<file path="config.mk">
export PLATFORM = sky130hd
export DESIGN_NAME = bus_arbiter
export DESIGN_NICKNAME = d
export VERILOG_FILES = /design/src/rtl/bus_arbiter.sv
export SDC_FILE = /design/constraint.sdc
export NUM_CORES = 1
export LEC_CHECK = 0
export CAP_MARGIN = 20
export CELL_PAD_IN_SITES_DETAIL_PLACEMENT = 0
export CELL_PAD_IN_SITES_GLOBAL_PLACEMENT = 1
export CORE_UTILIZATION = 42
export DETAILED_ROUTE_END_ITERATION = 8
export GPL_TIMING_DRIVEN = 1
export PLACE_DENSITY = 0.84
export SKIP_CTS_REPAIR_TIMING = 1
export SYNTH_ARGS = -nofsm -noshare
export SYNTH_HDL_FRONTEND = slang
export SYNTH_SLANG_ARGS = --single-unit
</file>
<file path="constraint.sdc">
create_clock -name clk -period 3 [get_ports clk]
set_input_delay 0.6 -clock clk [delete_from_list [all_inputs] [get_ports clk]]
set_output_delay 0.6 -clock clk [all_outputs]
set_load 0.01 [all_outputs]
</file>
<file path="src/rtl/bus_arbiter.sv">
// Two-master bus arbiter with split-transaction parking, resume priority and a
// split watchdog. All outputs are registered; reset is synchronous, active-low.
module bus_arbiter #(
  parameter int PRIORITY_MODE = 0,
  parameter int SPLIT_TIMEOUT = 255
) (
  input  logic       clk,
  input  logic       reset,
  input  logic       m1_request,
  input  logic       m2_request,
  input  logic       split_req,
  input  logic       split_resume,
  output logic       m1_grant,
  output logic       m2_grant,
  output logic [1:0] bus_owner,
  output logic       m1_split,
  output logic       m2_split,
  output logic       split_timeout
);

  typedef enum logic [1:0] {
    IDLE   = 2'd0,
    OWN_M1 = 2'd1,
    OWN_M2 = 2'd2
  } state_t;

  localparam logic [7:0] TIMEOUT_LAST = 8'(SPLIT_TIMEOUT - 1);
  localparam bit         WATCHDOG_ON  = (SPLIT_TIMEOUT != 0);

  state_t     state, state_nxt;
  logic [7:0] wd_cnt, wd_cnt_nxt;
  logic       last_m1, last_m1_nxt;
  logic       rp_m1, rp_m1_nxt;
  logic       rp_m2, rp_m2_nxt;
  logic       m1_split_nxt, m2_split_nxt, timeout_nxt;

  logic elig1, elig2, any_split, resume_hit, slot_free, split_hit, pick_m1;

  assign elig1      = m1_request && !m1_split;
  assign elig2      = m2_request && !m2_split;
  assign any_split  = m1_split || m2_split;
  assign resume_hit = split_resume && any_split;
  // A resume in the same cycle frees the single split slot for a new split_req.
  assign slot_free  = !any_split || resume_hit;
  assign split_hit  = split_req && slot_free && (state != IDLE);
  // last_m1 == 0 means M2 owned last, so M1 wins the first round-robin contention.
  assign pick_m1    = rp_m1 || (!rp_m2 && ((PRIORITY_MODE == 0) || !last_m1));

  always_comb begin
    // NOTE: every variable gets a default first so no path can infer a latch.
    state_nxt    = state;
    wd_cnt_nxt   = wd_cnt;
    last_m1_nxt  = last_m1;
    rp_m1_nxt    = rp_m1;
    rp_m2_nxt    = rp_m2;
    m1_split_nxt = m1_split;
    m2_split_nxt = m2_split;
    timeout_nxt  = 1'b0;

    unique case (state)
      IDLE: begin
        if (!m1_request) rp_m1_nxt = 1'b0;
        if (!m2_request) rp_m2_nxt = 1'b0;
        if (elig1 && elig2) state_nxt = pick_m1 ? OWN_M1 : OWN_M2;
        else if (elig1)     state_nxt = OWN_M1;
        else if (elig2)     state_nxt = OWN_M2;
      end
      OWN_M1: begin
        if (m1_request && !split_hit) state_nxt = OWN_M1;
        else if (elig2)               state_nxt = OWN_M2;
        else                          state_nxt = IDLE;
      end
      OWN_M2: begin
        if (m2_request && !split_hit) state_nxt = OWN_M2;
        else if (elig1)               state_nxt = OWN_M1;
        else                          state_nxt = IDLE;
      end
      default: state_nxt = IDLE;
    endcase

    if (state_nxt == OWN_M1) begin
      last_m1_nxt = 1'b1;
      rp_m1_nxt   = 1'b0;
    end else if (state_nxt == OWN_M2) begin
      last_m1_nxt = 1'b0;
      rp_m2_nxt   = 1'b0;
    end

    if (resume_hit) begin
      if (m1_split) begin
        m1_split_nxt = 1'b0;
        rp_m1_nxt    = 1'b1;
      end else begin
        m2_split_nxt = 1'b0;
        rp_m2_nxt    = 1'b1;
      end
    end else if (any_split) begin
      if (WATCHDOG_ON && (wd_cnt == TIMEOUT_LAST)) begin
        m1_split_nxt = 1'b0;
        m2_split_nxt = 1'b0;
        timeout_nxt  = 1'b1;
      end else begin
        wd_cnt_nxt = wd_cnt + 8'd1;
      end
    end

    if (split_hit) begin
      wd_cnt_nxt = 8'd0;
      if (state == OWN_M1) m1_split_nxt = 1'b1;
      else                 m2_split_nxt = 1'b1;
    end
  end

  always_ff @(posedge clk) begin
    // NOTE: sequential state uses non-blocking assignments only.
    if (!reset) begin
      state         <= IDLE;
      wd_cnt        <= 8'd0;
      last_m1       <= 1'b0;
      rp_m1         <= 1'b0;
      rp_m2         <= 1'b0;
      m1_split      <= 1'b0;
      m2_split      <= 1'b0;
      split_timeout <= 1'b0;
      m1_grant      <= 1'b0;
      m2_grant      <= 1'b0;
      bus_owner     <= 2'd0;
    end else begin
      state         <= state_nxt;
      wd_cnt        <= wd_cnt_nxt;
      last_m1       <= last_m1_nxt;
      rp_m1         <= rp_m1_nxt;
      rp_m2         <= rp_m2_nxt;
      m1_split      <= m1_split_nxt;
      m2_split      <= m2_split_nxt;
      split_timeout <= timeout_nxt;
      m1_grant      <= (state_nxt == OWN_M1);
      m2_grant      <= (state_nxt == OWN_M2);
      bus_owner     <= state_nxt;
    end
  end

endmodule

</file>
Yosys cells after proc, flatten, opt, wreduce, memory -nomap -nowiden

Cells that the tools add are included.
Widths: inputs -> output; s select.

Eq/ne operators: 5
Muxes and demuxes: 32
Reduce and logical (&&, ||, !) cells: 21
Bitwise operators: 4
$add $sub $neg: 1

Operator list:

| operator            | number |
|---|---|
| $mux 1              | 24 |
| $mux 2              | 7 |
| $add 8x1->8 const B | 1 |
| $eq 8x8->1 const B  | 1 |
| $logic_and 1x1->1   | 8 |
| $pmux 2 s3          | 1 |
| $logic_not 1->1     | 5 |
| $eq 2x1->1 const B  | 2 |
| $eq 2x2->1 const B  | 2 |
| $not 1->1           | 4 |
| $logic_or 1x1->1    | 3 |
| $reduce_and 3->1    | 1 |
| $reduce_or 3->1     | 1 |
| $logic_not 2->1     | 1 |
| $reduce_bool 2->1   | 1 |
| $reduce_or 2->1     | 1 |

Output and inout port bits: 7
Flip-flop bits (word level): 17
Input port bits: 6
Word-level logic and storage cells: 72

Depth between registers and ports, before layout

Gate-level depths: netlist (run 1).

Depth in word-level cells: 14
Mapped depth: 6
Mapped depth without buffers: 6

Worst setup path after synthesis (run 1)

No wires, ideal clock.

Path type: in2reg
From: input port m1_request
To: register rp_m1
Slack: 1.348 ns
Buffers on the path: 0
Arrival: 1.526 ns
Cell stages on the path: 4
Data required time: 2.873 ns
Setup time: 0.127 ns
Path through: or3b_4 a2111o_1 o221ai_2 o21ai_0

Longest elaborated chain between the ends: 8
Elaborated cells between the ends (all ways): 15
Classes of those cells: eq/ne: 1; mux: 11; reduce/logical: 3

Ends and longest elaborated chain:

| element                          | RTL line | RTL |
|---|---|---|
| start, declared                  | 9        | `input logic m1_request,` |
| $logic_and 1x1->1                | 39       | `assign elig1 = m1_request && !m1_split;` |
| $mux 1 (tied with other cells)   | 75       | `else if (elig1) state_nxt = OWN_M1;` |
| $mux 2, on equally long branches | 74, 64   |  |
| $pmux 2 s3                       | 60       | `unique case (state)` |
| $eq 2x1->1                       | 81       | `if (state_nxt == OWN_M1) begin` |
| $mux 1 (*)                       | 81       |  |
| $mux 1                           | 90       | `if (m1_split) begin` |
| $mux 1 (*)                       | 89       | `if (resume_hit) begin` |
| end signal, assigned             | 132      | `rp_m1 <= rp_m1_nxt;` |
| end, declared                    | 33       | `logic rp_m1, rp_m1_nxt;` |

Every way passes the cells marked *; elsewhere a longest branch is shown, timed or not.
A chain may end at the register's enable or synchronous reset.

==> results of run 1 <==
[state kept, by name, indices dropped and copies added (netlist names)]
signal / count
rp_m2: 1
split_timeout: 1
rp_m1: 1
wd_cnt: 8
state: 2
m1_split: 1
m1_grant: 1
m2_grant: 1
m2_split: 1
[kinds of logic after synthesis]
family	after synthesis	share of synthesized area [%]
flops	17	38.58
xor+xnor	2	1.986
simple gates	43	26.67
buf+inv	5	3.971
compound gates	33	25.96
fa+ha+maj	2	2.836
[layer usage]
metal  track usage (%)  routed length (um)
met1             28.18                 950
met3             5.660                  82
met5                 0                   0
met2             26.49                 798
met4             6.667                  15
[cell type report]
| type | instances | area, um2 | area share [%] |
|---|---|---|---|
| clock buffers | 4 | 26.28 | 2.539 |
| well taps | 27 | 33.78 | 3.265 |
| repair buffers | 12 | 120.1 | 11.61 |
| flip-flops and latches | 17 | 340.3 | 32.89 |
| multi-input cells | 80 | 506.7 | 48.97 |
| inverters | 2 | 7.507 | 0.7255 |
[worst max path at each step]
stage | slack (ps) | startpoint | end | cells after the start
after floorplan | 1350 | m1_request | rp_m1 | 4
after global placement | 770 | m1_request | rp_m1 | 5
after detailed placement | 720 | m1_request | rp_m1 | 5
after CTS | 960 | state[1] | bus_owner[1] | 1
after global routing | 890 | state[1] | bus_owner[1] | 1
final | 940 | state[1] | bus_owner[1] | 1
[tightest hold or removal path, stage by stage, from the launching register on]
cell	delay, ps
dfxtp_1	330
o21ai_0	70
a21oi_1	60
[Yosys cell counts (2+ instances only)]
cell type,number,area share (%)
or3_1,4,2.8
buf_6,2,2.6
nor3_1,2,1.1
nand2_1,13,5.5
inv_1,2,0.85
a21boi_0,2,1.7
nor2_1,5,2.1
and3_1,3,2.1
o21a_1,2,1.7
o2111ai_1,3,3.0
o211ai_1,2,1.7
nand3_1,3,1.7
a21oi_1,7,4.0
nand4_1,2,1.4
o21ai_0,7,4.0
dfxtp_1,17,39
ha_1,2,2.8
a211oi_1,2,1.7
nand2b_1,3,2.1
[report_power, final]
group	total [mW]	switching (mW)	internal, mW
clock	0.119	0.0669	0.0517
sequential	0.247	0.0131	0.234
combinational	0.0691	0.0325	0.0366
total	0.435	0.112	0.322
==> metrics.md, run 1 <==
| Metric | Value |
|---|---|
| Status | finished, final reports clean |
| WL final | 1846 um |
| Fmax | 485.7 MHz |
| CTS sink count | 17 |
| Pre-CTS WS | 722.0 ps |
| Syn_area_per_cell | 8.648 um2 |
| Placement Cell Area | 1008 um2 |
| Crit Path Category | reg -> out |
| Tcrit/Tclk final | 68.63% |
| R2R Path Start | state[0] |
| Fraction of layout instances using a drive strength above 1 | 6.087% |
| Hold slack | slightly above 500 ps |
| Crit path buf inv count | 1 |
| Final setup violation count | 0 |
| CP arrival | 1460 ps |
| Die height | ~48 um |
| 1st-pass router iterations | 4 |
| Die area | 2288 um2 |
| CTS tree | yes |
| Layout net count | 124 |
| Slew @ Worst Pin | around 560 ps |
| Data required, critical path | 2400 ps |
| Setup crit end kind | primary output |
| Initial DRC Count | 37 |
| R2r worst-path depth | 4 |
| Endpoint, Worst Hold | wd_cnt[6] |
| Top_reg_cell synth | dfxtp_1 |
| Core region area | 1962 um2 |
| Total power | 0.4348 mW |
| Setup tns final | 0 ps |
| CP Cell Sequence | clkdlybuf4s50_1 |
| Mapped Nets | 110 |
| RSZ-0062 raised after global routing | false |
| Cell Count, Final, Fillers Out | 142 |
| Fillers | 211 |
| H-tree levels | 1 |
| Sequential share of the synthesized area | roughly two fifths |
| Clock buffer depth | 2 |
| Vias per cell | 5.585 |
| Final worst slack | 941.0 ps |
| Worst hold path stage count | 2 |
| # diodes | 0 |
| Placer Congestion | 0.7531 |
| Yosys reg bits | 17 |
| Most common cell after layout, fill and taps aside | dfxtp_1 |
| Row count | 16 |
| Crit path launch type | register |
| Finished Cell Area | 1035 um2 |
| Pwr/cell area | about 420 nW/um2 |
| Largest net degree at the start of global routing | 14 |
| Cts bufs inserted | 3 |
| Synthesized cell area | 882.1 um2 |
| YS warnings | 0 |
| Distinct cells, synth | 38 |
| Total grt overflow | 0 |
| Fin. Hold Viols | 0 |
| Final min period | approximately 2000 ps |
| Clk_lat worst skew | 290 ps |
| Final Util | 52.74% |
| EDFF count, synth | 0 |
| Reg2Reg Setup Slack | around 1400 ps |
| LEAKAGE | 0.3420 nW |
| Routed wire per std cell | around 13 um |
| IO Count | 13 |
| Max incr delay on CP | 610 ps |
| R2R Path End | m1_grant |
| Most frequent cells in the layout | 17 x dfxtp_1, 13 x nand2_1, 12 x clkdlybuf4s50_1 |
| Worst path top cell family by delay | buffers and inverters |
| Placed cell count | 138 |
| Maximum fanout along the worst path | 12 |
| CTS root buf | clkbuf_4 |
| Worst min path class | reg -> reg |
| PortBufs | 12 |
| Cell count after synthesis | 102 |
| Post-route ant nets | 0 |
| Die X | 47.83 um |
| Area growth, synth to finish | 17.30% |
| Fraction of registers with async set/reset | 0% |
| Vias | 793 |
| Critical path's slowest cell | clkdlybuf4s50_1 |
| Post-detail-place hpwl | 1358 um |
| Pins over their slew limit | 0 |
| Drt drc | 0 |
| Worst Min Path Start | wd_cnt[6] |
| Clk pin slew, worst setup/hold paths | 90 ps |
| Setup Skew | 5.022 ps |
| Peak VDD IR | 0.0002417 V |
| Aggregate global-route resource usage | about 19% |
| Slew headroom | 62.36% |
| Initial Util | 44.96% |
| Number of global-route vias before repair | 691 |
| First-pass GRT wire length | 3063 um |
| Max_cap viols | 0 |
| Initial antenna violation count | 0 |
(Power assumes the default switching activity.)
==> run 2: changes to the inputs <==
--- a/config.mk
+++ b/config.mk
@@ -8,10 +8,10 @@
 export CAP_MARGIN = 20
 export CELL_PAD_IN_SITES_DETAIL_PLACEMENT = 0
 export CELL_PAD_IN_SITES_GLOBAL_PLACEMENT = 1
-export CORE_UTILIZATION = 42
+export CORE_UTILIZATION = 35
 export DETAILED_ROUTE_END_ITERATION = 8
 export GPL_TIMING_DRIVEN = 1
-export PLACE_DENSITY = 0.84
+export PLACE_DENSITY = 0.75
 export SKIP_CTS_REPAIR_TIMING = 1
 export SYNTH_ARGS = -nofsm -noshare
 export SYNTH_HDL_FRONTEND = slang
==> constraint.sdc (replaced) <==
create_clock -name clk -period 1.7 [get_ports clk]
set_input_delay 0.34 -clock clk [delete_from_list [all_inputs] [get_ports clk]]
set_output_delay 0.34 -clock clk [all_outputs]
set_load 0.01 [all_outputs]
==> metrics.md, run 2 (synthesis results as in run 1) <==
| Metric | Value |
|---|---|
| Slew @ Worst Pin | 329.0 ps (-231.8 ps) |
| Final setup violation count | 0 (unchanged) |
| Finished Cell Area | 1121 um2 (+8.3%) |
| Max_cap viols | 0 (unchanged) |
| Peak VDD IR | 0.0004308 V (+78%) |
| Clk pin slew, worst setup/hold paths | 90 ps (about the same) |
| Total power | 0.7958 mW (+83%) |
| Routed wire per std cell | 12.99 um (about the same) |
| Pins over their slew limit | 0 (unchanged) |
| Initial Util | 38.40% (-6.6 points) |
| Drt drc | 0 (unchanged) |
| Internal | 0.5892 mW (+83%) |
| Final min period | 1615 ps |
| Most common cell after layout, fill and taps aside | dfxtp_1 |
| CP Cell Sequence | clkdlybuf4s50_1, or3b_4, a2111o_1, o221ai_2, and3_1 |
| Die area | 2725 um2 (+19%) |
| Pwr/cell area | 709.9 nW/um2 (+69%) |
| Largest net degree at the start of global routing | 12 (-2) |
| Core region area | 2297 um2 (+17%) |
| Register with the most flip-flops | wd_cnt |
| Met1 usage | 25.04% (-3.1 points) |
| Row count | 17 (+1) |
| Vias | 833 (+5.0%) |
| CTS sink count | 17 (unchanged) |
| Hold slack | 514.3 ps (+8.526 ps) |
| Fmax | 619.1 MHz |
| # diodes | 0 (unchanged) |
| Die X | 52.20 um (+9.1%) |
| Maximum fanout along the worst path | 3 (-9) |
| Data required, critical path | 1940 ps (-460 ps) |
| Cts bufs inserted | 3 (unchanged) |
| Clk_lat worst skew | 290 ps (about the same) |
| Max incr delay on CP | 480 ps (-130 ps) |
| CTS root buf | clkbuf_4 |
| Psw | 0.2066 mW (+84%) |
| Initial antenna violation count | 0 (unchanged) |
| CTS tree | yes |
| Fin. Hold Viols | 0 (unchanged) |
| Setup Skew | 1.830 ps (-3.193 ps) |
| Pre-CTS WS | -209.5 ps (-931.5 ps) |
| Worst min path class | reg -> reg |
| Area growth, synth to finish | 27.09% |
| CP arrival | 1850 ps (+390 ps) |
| Critical path's slowest cell | clkdlybuf4s50_1 |
| Crit path launch type | input port |
| Post-detail-place hpwl | 1466 um (+8.0%) |
| Total grt overflow | 0 (unchanged) |
| Met2 Resource Use GR | 24.57% (-1.9 points) |
| Clock share of power | 26.6% (-0.7 points) |
| Post-route ant nets | 0 (unchanged) |
| Share of power burned in registers | 53.8% (-3.0 points) |
| First-pass GRT wire length | 3525 um (+15%) |
| RSZ-0062 raised after global routing | false |
| Max FFs per register | 8 (unchanged) |
| Placement Cell Area | 1092 um2 (+8.3%) |
| WL final | 2001 um (+8.4%) |
| GR Util met3 | 6.377% (+0.72 points) |
| Initial DRC Count | 22 (-41%) |
| Comb pwr share | 19.6% (+3.7 points) |
| Aggregate global-route resource usage | 18.00% (-1.2 points) |
| Number of global-route vias before repair | 761 (+10%) |
| IO Count | 13 (unchanged) |
| Status | finished, final reports clean |
| Net Sw Frac | 25.96% (+0.11 points) |
| Biggest regs | wd_cnt (8), state (2) |
| Placer Congestion | 0.8411 (+12%) |
| Slew headroom | 77.78% (+15 points) |
| PortBufs | 12 (unchanged) |
| Grt peak-use layer | met1 |
| 1st-pass router iterations | 4 (unchanged) |
| Most frequent cells in the layout | 15 x dfxtp_1, 13 x nand2_1, 12 x clkdlybuf4s50_1 |
| Fraction of layout instances using a drive strength above 1 | 15.87% (+9.8 points) |
| Clock buffer depth | 2 (unchanged) |
| Layout net count | 135 (+8.9%) |
| Vias per cell | 5.409 (-3.1%) |
| Final worst slack | 84.85 ps (-856.1 ps) |
| LEAKAGE | 0.3964 nW (+16%) |
| Tcrit/Tclk final | 95.01% |
| Setup crit end kind | register |
| Setup tns final | 0 ps (unchanged) |
| Die height | 52.20 um (+9.1%) |
| Crit Path Category | in -> reg |
| H-tree levels | 1 (unchanged) |
run 2: cell count changes in the layout (fill, tap and decap cells not counted), sizes merged:
cell  before  now
buf        0   11
run 2: worst max-delay path: cells and delay by family:
| family | cells | cell delay (ps) |
|---|---|---|
| AO/OA/AOI/OAI | 2 | 480 |
| AND/OR/NAND/NOR | 2 | 550 |
| buffers and inverters | 1 | 480 |
run 2: layout make-up:
class	count	area, um2
inverters	2	7.507
fillers	239	1176
flip-flops and latches	17	342.8
clock buffers	4	26.28
well taps	28	35.03
multi-input cells	80	506.7
repair buffers	23	202.7
run 2: worst paths after layout:
kind         slack, ps   endpoint       start  depth (start not counted)
max                 80   state[0]  m1_request                          5
min                510  wd_cnt[6]   wd_cnt[6]                          2
max reg2reg        210  wd_cnt[6]   wd_cnt[0]                          6
min reg2reg        510  wd_cnt[6]   wd_cnt[6]                          2
run 2: stage by stage:
stage                     utilization [%]  cells
after floorplan                         -    102
after global placement              47.55    150
after detailed placement            47.55    150
after CTS                           48.69    154
after global routing                48.80    154
final                               48.80    154
run 2: routing by layer:
layer / vias to the layer above / wire [um]
li1: 434 / -
met5: - / 0
met4: 0 / 34
met3: 5 / 87
met1: 382 / 1089
met2: 12 / 790
run 2: power groups by stage:
stage,registers (mW),clock network [mW],logic [mW]
CTS,0.427,0.225,0.157
finish,0.428,0.212,0.156
floorplan,0.439,0,0.0816
global placement,0.436,0,0.155
detailed placement,0.436,0,0.156
global route,0.430,0.249,0.172
==> run 3: changes to the inputs <==
--- a/config.mk
+++ b/config.mk
@@ -11,8 +11,10 @@
 export CORE_UTILIZATION = 35
 export DETAILED_ROUTE_END_ITERATION = 8
 export GPL_TIMING_DRIVEN = 1
+export MAX_ROUTING_LAYER = met4
 export PLACE_DENSITY = 0.75
 export SKIP_CTS_REPAIR_TIMING = 1
+export SLEW_MARGIN = 0
 export SYNTH_ARGS = -nofsm -noshare
 export SYNTH_HDL_FRONTEND = slang
 export SYNTH_SLANG_ARGS = --single-unit
==> metrics.md, run 3 (synthesis results as in run 1) <==
| Metric | Value |
|---|---|
| Most frequent cells in the layout | 15 x dfxtp_1, 13 x nand2_1, 12 x clkdlybuf4s50_1 |
| H-tree levels | 1 (unchanged) |
| Aggregate global-route resource usage | 18.47% (+0.47 points) |
| Post-route ant nets | 0 (unchanged) |
| Max incr delay on CP | 480 ps (about the same) |
| LEAKAGE | 0.3964 nW (unchanged) |
| Register with the most flip-flops | wd_cnt |
| Core region area | 2297 um2 (unchanged) |
| Tcrit/Tclk final | 95.02% (about the same) |
| 1st-pass router iterations | 4 (unchanged) |
| Crit path buf inv count | 1 (unchanged) |
| CTS tree | yes |
| CTS root buf | clkbuf_4 |
| Total grt overflow | 0 (unchanged) |
| Vias | 834 (+0.12%) |
| Drt drc | 0 (unchanged) |
| First-pass GRT wire length | 3525 um (unchanged) |
| Fraction of layout instances using a drive strength above 1 | 15.87% (unchanged) |
| IO Count | 13 (unchanged) |
| Fin. Hold Viols | 0 (unchanged) |
| Critical path's slowest cell | clkdlybuf4s50_1 |
| Setup tns final | 0 ps (unchanged) |
| Clk pin slew, worst setup/hold paths | 90 ps (about the same) |
| Slew @ Worst Pin | 329.0 ps (-0.02050 ps) |
| Fmax | 619.1 MHz (about the same) |
| Fillers | 239 (unchanged) |
| Initial Util | 38.40% (unchanged) |
| Setup crit end kind | register |
| Largest net degree at the start of global routing | 12 (unchanged) |
| Slew headroom | 77.78% (about the same) |
| Peak VDD IR | 0.0004306 V (about the same) |
| Most common cell after layout, fill and taps aside | dfxtp_1 |
| Crit path launch type | input port |
| Die height | 52.20 um (unchanged) |
| PortBufs | 12 (unchanged) |
| Final min period | 1615 ps (+0.2230 ps) |
| Number of global-route vias before repair | 761 (unchanged) |
| Worst path top cell family by delay | simple AND/OR/NAND/NOR gates |
| Cell Count, Final, Fillers Out | 154 (unchanged) |
| Data required, critical path | 1940 ps (about the same) |
| Placed cell count | 150 (unchanged) |
| CP Cell Sequence | clkdlybuf4s50_1, or3b_4, a2111o_1, o221ai_2, and3_1 |
| Die area | 2725 um2 (unchanged) |
| Pwr/cell area | 709.7 nW/um2 (about the same) |
| Routed wire per std cell | 12.97 um (-0.15%) |
| Row count | 17 (unchanged) |
| RSZ-0062 raised after global routing | false |
| Biggest regs | wd_cnt (8), state (2) |
| Die X | 52.20 um (unchanged) |
| Area growth, synth to finish | 27.09% (unchanged) |
| Maximum fanout along the worst path | 3 (unchanged) |
| Status | finished, final reports clean |
| Max FFs per register | 8 (unchanged) |
| Initial DRC Count | 21 (-4.5%) |
| Pins over their slew limit | 0 (unchanged) |
| Setup Skew | 1.793 ps (-0.03670 ps) |
| Vias per cell | 5.416 (+0.12%) |
| Crit Path Category | in -> reg |
| Worst min path class | reg -> reg |
| # diodes | 0 (unchanged) |
| Placer Congestion | 0.8542 (+1.6%) |
| Final setup violation count | 0 (unchanged) |
| Clk_lat worst skew | 290 ps (about the same) |
| Layout net count | 135 (unchanged) |
| Reg2Reg Setup Slack | 200 ps (about the same) |
| Clock buffer depth | 2 (unchanged) |
| WL final | 1998 um (-0.15%) |
| Cts bufs inserted | 3 (unchanged) |
| Initial antenna violation count | 0 (unchanged) |
| Max_cap viols | 0 (unchanged) |
| CTS sink count | 17 (unchanged) |
| CP arrival | 1850 ps (about the same) |
| Post-detail-place hpwl | 1466 um (unchanged) |
run 3: routing by layer:
metal / vias to the layer above / share of wire (%) / GRT usage, %
li1: 434 / - / -
met1: 385 / 55 / 25.22
met2: 13 / 40 / 24.57
met3: 2 / 3.9 / 6.087
met4: 0 / 1.1 / 7.895
met5: - / 0 / -
run 3: worst paths after layout:
kind / to / cells past startpoint / from
max: state[0] / 5 / m1_request
min: wd_cnt[6] / 2 / wd_cnt[6]
max reg2reg: wd_cnt[6] / 6 / wd_cnt[0]
min reg2reg: wd_cnt[6] / 2 / wd_cnt[6]
run 3: worst register-to-register path, stage by stage, from the launching register on:
cell and delay, ps:
dfxtp_1 400, inv_1 60, ha_1 220, nand2_1 110, o2111ai_1 160, or3_1 340
a21oi_1 140
run 3: per-stage QoR:
stage          instance area [um2]  utilization, %  hold slack (ps)  setup slack, ps  power [mW]
3_3_place_gp                  1092           47.55            485.5           -183.9      0.5912
3_5_place_dp                  1092           47.55            496.2           -209.5      0.5923
2_1_floorplan                882.1               -            466.7            178.6      0.5202
4_1_cts                       1119           48.69            508.6           -29.26      0.8083
5_1_grt                       1121           48.80            554.5            14.64      0.8513
6_report                      1121           48.80            514.3            84.63      0.7956
run 3: where the power goes:
group	switching [mW]	internal, mW	leakage (nW)
Clock	0.120	0.0913	0.0150
Sequential	0.0144	0.413	0.139
Combinational	0.0718	0.0845	0.242
Total	0.206	0.589	0.396
run 3: cell type report:
type / instances / area (um2) / share of cell area [%]
Tap cell: 28 / 35.03 / 3.125
Inverter: 2 / 7.507 / 0.6696
Sequential cell: 17 / 342.8 / 30.58
Multi-Input combinational cell: 80 / 506.7 / 45.20
Clock buffer: 4 / 26.28 / 2.344
Timing Repair Buffer: 23 / 202.7 / 18.08
